--- config.mk ---
export PLATFORM = sky130hd
export DESIGN_NAME = kbd_event_dispatcher
export DESIGN_NICKNAME = d
export VERILOG_FILES = /design/src/rtl/kbd_event_dispatcher.sv
export SDC_FILE = /design/constraint.sdc
export NUM_CORES = 1
export LEC_CHECK = 0
export ABC_CLOCK_PERIOD_IN_PS = 3800
export CELL_PAD_IN_SITES_DETAIL_PLACEMENT = 2
export CELL_PAD_IN_SITES_GLOBAL_PLACEMENT = 2
export CORE_MARGIN = 8
export CORE_UTILIZATION = 35
export CTS_CLUSTER_SIZE = 20
export DETAILED_ROUTE_END_ITERATION = 7
export PLACE_DENSITY_LB_ADDON = 0.1
export SYNTH_ARGS = -nofsm -noshare
export SYNTH_HDL_FRONTEND = slang
export SYNTH_SLANG_ARGS = --single-unit
--- constraint.sdc ---
create_clock -name clk -period 3.8 [get_ports clk]
set_input_delay 0.38 -clock clk [delete_from_list [all_inputs] [get_ports clk]]
set_output_delay 0.38 -clock clk [all_outputs]
set_load 0.01 [all_outputs]
--- src/rtl/kbd_event_dispatcher.sv ---
// Buffers released-key scancodes in a small FIFO and dispatches digit keys as PWM
// duty updates and W/A/S/D as VGA cursor moves, each over valid/ready with a timeout.
module kbd_event_dispatcher #(
    parameter int ADDR_W    = 2,
    parameter int DUTY_STEP = 25,
    parameter int TIMEOUT   = 1024
) (
    input  logic              clk,
    input  logic              reset,
    input  logic [7:0]        scancode,
    input  logic              flag,
    output logic              pwm_valid,
    output logic [7:0]        pwm_duty,
    input  logic              pwm_ready,
    output logic              vga_valid,
    output logic [1:0]        vga_dir,
    input  logic              vga_ready,
    output logic [ADDR_W:0]   fifo_level,
    output logic              overflow,
    output logic [7:0]        drop_cnt
);
    localparam int DEPTH = 2 ** ADDR_W;
    localparam int TMR_W = $clog2(TIMEOUT);

    typedef enum logic [1:0] {IDLE, DECODE, WAIT_PWM, WAIT_VGA} state_t;

    state_t              state;
    logic [7:0]          mem [DEPTH];
    logic [ADDR_W-1:0]   wr_ptr;
    logic [ADDR_W-1:0]   rd_ptr;
    logic [7:0]          cur_code;
    logic [TMR_W-1:0]    timer;

    logic                fifo_full;
    logic                pop;
    logic                push;
    logic                lost;
    logic                timer_done;
    logic                dig_hit;
    logic [3:0]          dig_val;
    logic                dir_hit;
    logic [1:0]          dir_val;
    logic                fsm_drop;

    function automatic logic [4:0] digit_of(input logic [7:0] code);
        case (code)
            8'h45:   return {1'b1, 4'd0};
            8'h16:   return {1'b1, 4'd1};
            8'h1E:   return {1'b1, 4'd2};
            8'h26:   return {1'b1, 4'd3};
            8'h25:   return {1'b1, 4'd4};
            8'h2E:   return {1'b1, 4'd5};
            8'h36:   return {1'b1, 4'd6};
            8'h3D:   return {1'b1, 4'd7};
            8'h3E:   return {1'b1, 4'd8};
            8'h46:   return {1'b1, 4'd9};
            default: return 5'd0;
        endcase
    endfunction

    function automatic logic [2:0] dir_of(input logic [7:0] code);
        case (code)
            8'h1D:   return {1'b1, 2'd0};
            8'h1C:   return {1'b1, 2'd1};
            8'h1B:   return {1'b1, 2'd2};
            8'h23:   return {1'b1, 2'd3};
            default: return 3'd0;
        endcase
    endfunction

    function automatic logic [7:0] duty_of(input logic [3:0] d);
        int prod;
        prod = int'(d) * DUTY_STEP;
        return (prod > 255) ? 8'd255 : prod[7:0];
    endfunction

    function automatic logic [7:0] sat_add(input logic [7:0] cnt, input logic [1:0] inc);
        logic [8:0] sum;
        sum = {1'b0, cnt} + {7'd0, inc};
        return sum[8] ? 8'hFF : sum[7:0];
    endfunction

    // A full FIFO still accepts a write when the FSM pops in the same cycle.
    assign fifo_full  = (fifo_level == (ADDR_W+1)'(DEPTH));
    assign pop        = (state == IDLE) && (fifo_level != '0);
    assign push       = flag && (!fifo_full || pop);
    assign lost       = flag && !push;
    assign timer_done = (timer == TMR_W'(TIMEOUT - 1));

    assign {dig_hit, dig_val} = digit_of(cur_code);
    assign {dir_hit, dir_val} = dir_of(cur_code);

    assign fsm_drop = ((state == DECODE) && !dig_hit && !dir_hit) ||
                      ((state == WAIT_PWM) && !pwm_ready && timer_done) ||
                      ((state == WAIT_VGA) && !vga_ready && timer_done);

    always_ff @(posedge clk) begin
        if (push)
            mem[wr_ptr] <= scancode;
        if (pop)
            cur_code <= mem[rd_ptr];
    end

    always_ff @(posedge clk or posedge reset) begin
        if (reset) begin
            state      <= IDLE;
            wr_ptr     <= '0;
            rd_ptr     <= '0;
            fifo_level <= '0;
            overflow   <= 1'b0;
            drop_cnt   <= 8'd0;
            pwm_valid  <= 1'b0;
            pwm_duty   <= 8'd0;
            vga_valid  <= 1'b0;
            vga_dir    <= 2'd0;
            timer      <= '0;
        end else begin
            if (push)
                wr_ptr <= wr_ptr + ADDR_W'(1);
            if (pop)
                rd_ptr <= rd_ptr + ADDR_W'(1);
            if (push && !pop)
                fifo_level <= fifo_level + (ADDR_W+1)'(1);
            else if (pop && !push)
                fifo_level <= fifo_level - (ADDR_W+1)'(1);

            if (lost)
                overflow <= 1'b1;
            drop_cnt <= sat_add(drop_cnt, {1'b0, lost} + {1'b0, fsm_drop});

            case (state)
                IDLE: begin
                    if (pop)
                        state <= DECODE;
                end
                DECODE: begin
                    if (dig_hit) begin
                        pwm_duty  <= duty_of(dig_val);
                        pwm_valid <= 1'b1;
                        state     <= WAIT_PWM;
                    end else if (dir_hit) begin
                        vga_dir   <= dir_val;
                        vga_valid <= 1'b1;
                        state     <= WAIT_VGA;
                    end else begin
                        state <= IDLE;
                    end
                end
                WAIT_PWM: begin
                    if (pwm_ready || timer_done) begin
                        pwm_valid <= 1'b0;
                        timer     <= '0;
                        state     <= IDLE;
                    end else begin
                        timer <= timer + TMR_W'(1);
                    end
                end
                WAIT_VGA: begin
                    if (vga_ready || timer_done) begin
                        vga_valid <= 1'b0;
                        timer     <= '0;
                        state     <= IDLE;
                    end else begin
                        timer <= timer + TMR_W'(1);
                    end
                end
                default: state <= IDLE;
            endcase
        end
    end
endmodule

==> impl_metrics.json <==
{
  "hold_buffers": 0,
  "cts_setup_buffers": 0,
  "fp.dieArea_mm2": 0.0149,
  "numCtsBuffers": 9,
  "die_h_um": 122,
  "postRouteAntennaNets": 0,
  "synth_seq_cells": 80,
  "synthesis.nets": 351,
  "relSlewSlack": 0.423,
  "cellPowerDensity_mw_per_mm2": 733,
  "vias": 2636,
  "routed_wl_um": 9220,
  "area_growth_syn_to_layout_pct": 19.4,
  "grt_usage": 0.133,
  "place_congestion": 0.760,
  "period_needed_ps": 3550,
  "hold_path_class": "in2async",
  "fin_setup_tns_ps": 0,
  "p_leak_nw": 1.89,
  "synth-edff-count": 40,
  "dp_hpwl_um": 6860,
  "clockBufferDepth": 2,
  "grt_start_max_net_pins": 20,
  "drive_above_1_share": 0.119,
  "rsz0062_at_grt": "false",
  "ioPinCount": 37,
  "portBuffers": 36,
  "cts_resized": 0,
  "arrival_ps": 3810,
  "vias_per_cell": 5.17,
  "path_max_fanout": 9,
  "regArea_mm2": 0.00220,
  "p_clk_frac": 0.196,
  "p_int_mw": 2.18,
  "r2r_setup_slack_ps": 250,
  "ir_drop_mv": 0.261,
  "drtPass1Iterations": 4,
  "cp-start-kind": "flip-flop",
  "maxCapViolations": 0,
  "start_util": 0.361,
  "p_sw_frac": 0.368,
  "p_sw_mw": 1.27,
  "layoutNonFillerInstCount": 510,
  "seqPwrFrac": 0.442,
  "dpl-instance-area_mm2": 0.00449,
  "hold_viol": 0,
  "pre_cts_slack_ps": 219,
  "cts_tree": "yes",
  "r2r_cells": 11,
  "cts.sinks": 80,
  "fin_ws_ps": 255,
  "fmax_ghz": 0.282,
  "end_kind": "flip-flop",
  "drc": 0,
  "cts-root-buf": "clkbuf_8",
  "diodes": 0,
  "crit-reg2reg-capture": "pwm_duty[1]",
  "wl_per_cell_um": 18.1,
  "syn_avg_cell_area_um2": 12.3,
  "yosys_warnings": 0,
  "antenna_found_initial": 0,
  "post-route-period-util": 0.933,
  "slew_viol_final": 0,
  "tightest_slew_ps": 865,
  "async_flop_share": 0.500,
  "htree_levels": 3,
  "combPwrFrac": 0.361,
  "rows": 38,
  "crit-reg2reg-launch": "cur_code[4]",
  "netlist_area_mm2": 0.00393,
  "synth_ff_type": "edfxtp_1",
  "total_power_mw": 3.44,
  "synthCells": 319,
  "setup_viol_count_final": 0,
  "drt_iter0_markers": 95,
  "place_inst": 494,
  "fill_cells": 1120,
  "grt-ovfl-total": 0,
  "most-common-layout-cells": "edfxtp_1 (40), dfrtp_1 (40), clkdlybuf4s50_1 (36), inv_1 (27), nand2_1 (22)",
  "cp.required_ps": 4070,
  "yosysSeqAreaShare": 0.560,
  "grt_pass1_vias": 2898,
  "outcome": "complete, no violations",
  "multi_input_area_mm2": 0.00160,
  "critical_path_class": "reg2reg",
  "clkTransAtPathRegs_ps": 100,
  "die_w_um": 122,
  "grt_pass1_wl_um": 15400,
  "ys_types": 52,
  "nNetsFinal": 397,
  "fin_area_mm2": 0.00470,
  "coreArea_mm2": 0.0109,
  "clock_latency_ps": 370,
  "skew_ps": 17.5
}
metrics by stage:
stage / hold WS [ps] / util
6_report: 481 / 0.432
5_1_grt: 499 / 0.432
4_1_cts: 486 / 0.432
3_5_place_dp: 464 / 0.412
3_3_place_gp: 464 / 0.412
2_1_floorplan: 468 / -
power groups by stage:
stage	Combinational (mW)	Sequential [mW]	Clock (mW)
4_1_cts	1.28	1.54	0.702
3_3_place_gp	1.20	1.53	0
5_1_grt	1.38	1.58	0.735
3_5_place_dp	1.27	1.55	0
6_report	1.24	1.52	0.677
2_1_floorplan	0.835	1.44	0
logic make-up (layout without fill, tap and decap cells):
logic type | count (synthesis) | after routing | synth area share
simple gates | 97 | 97 | 0.133
mux | 24 | 24 | 0.0900
flops | 80 | 80 | 0.560
compound gates | 50 | 50 | 0.0852
xor+xnor | 14 | 14 | 0.0312
buf+inv | 35 | 86 | 0.0343
fa+ha+maj | 19 | 19 | 0.0662
flip-flops by register name (all words and copies together) (netlist names):
name / cells
mem: 32
vga_valid: 1
fifo_level: 3
rd_ptr: 2
overflow: 1
state: 2
pwm_duty: 8
wr_ptr: 2
pwm_valid: 1
cur_code: 8
vga_dir: 2
timer: 10
drop_cnt: 8
worst max-delay path: stages (launching register included):
cell      delay (ps)
edfxtp_1         530
or4b_1           500
a211oi_1         220
or3_1            230
ha_1             270
ha_1             210
inv_1             70
fa_1             420
and3b_1          270
nand4_1          110
a311o_1          360
mux2_4           260
per-layer routing:
metal,vias to the layer above,track usage,wire length [um]
li1,1242,-,-
met1,1350,0.160,4000
met2,33,0.228,4770
met3,11,0.0305,322
met4,0,0.0509,129
met5,-,0,0
worst max-delay path by stage:
stage	from	cells after the start	to
finish	cur_code[4]	11	pwm_duty[1]
global route	cur_code[4]	11	pwm_duty[1]
CTS	cur_code[4]	11	pwm_duty[1]
detailed placement	cur_code[4]	11	pwm_duty[1]
global placement	cur_code[4]	11	pwm_duty[1]
floorplan	cur_code[3]	12	pwm_duty[1]
Yosys cell counts (all sizes together), types with 6 or more instances:
master,n,area (um2)
dfrtp,40,1000
edfxtp,40,1200
inv,27,101
nand2,22,82.6
nor2,18,67.6
ha,16,200
o21ai,14,81.3
a21oi,13,65.1
mux2i,11,110
nand3,9,45.0
xnor2,9,78.8
mux4,8,180
nand2b,8,50.1
and2,6,37.5
layout make-up:
class | instances | share of cell area
Sequential cell | 80 | 0.469
Multi-Input combinational cell | 204 | 0.340
Timing Repair Buffer | 43 | 0.0879
Tap cell | 140 | 0.0373
Clock buffer | 10 | 0.0293
Inverter | 27 | 0.0216
Clock inverter | 6 | 0.0154
Note: power is estimated with default switching activity, not from simulation.
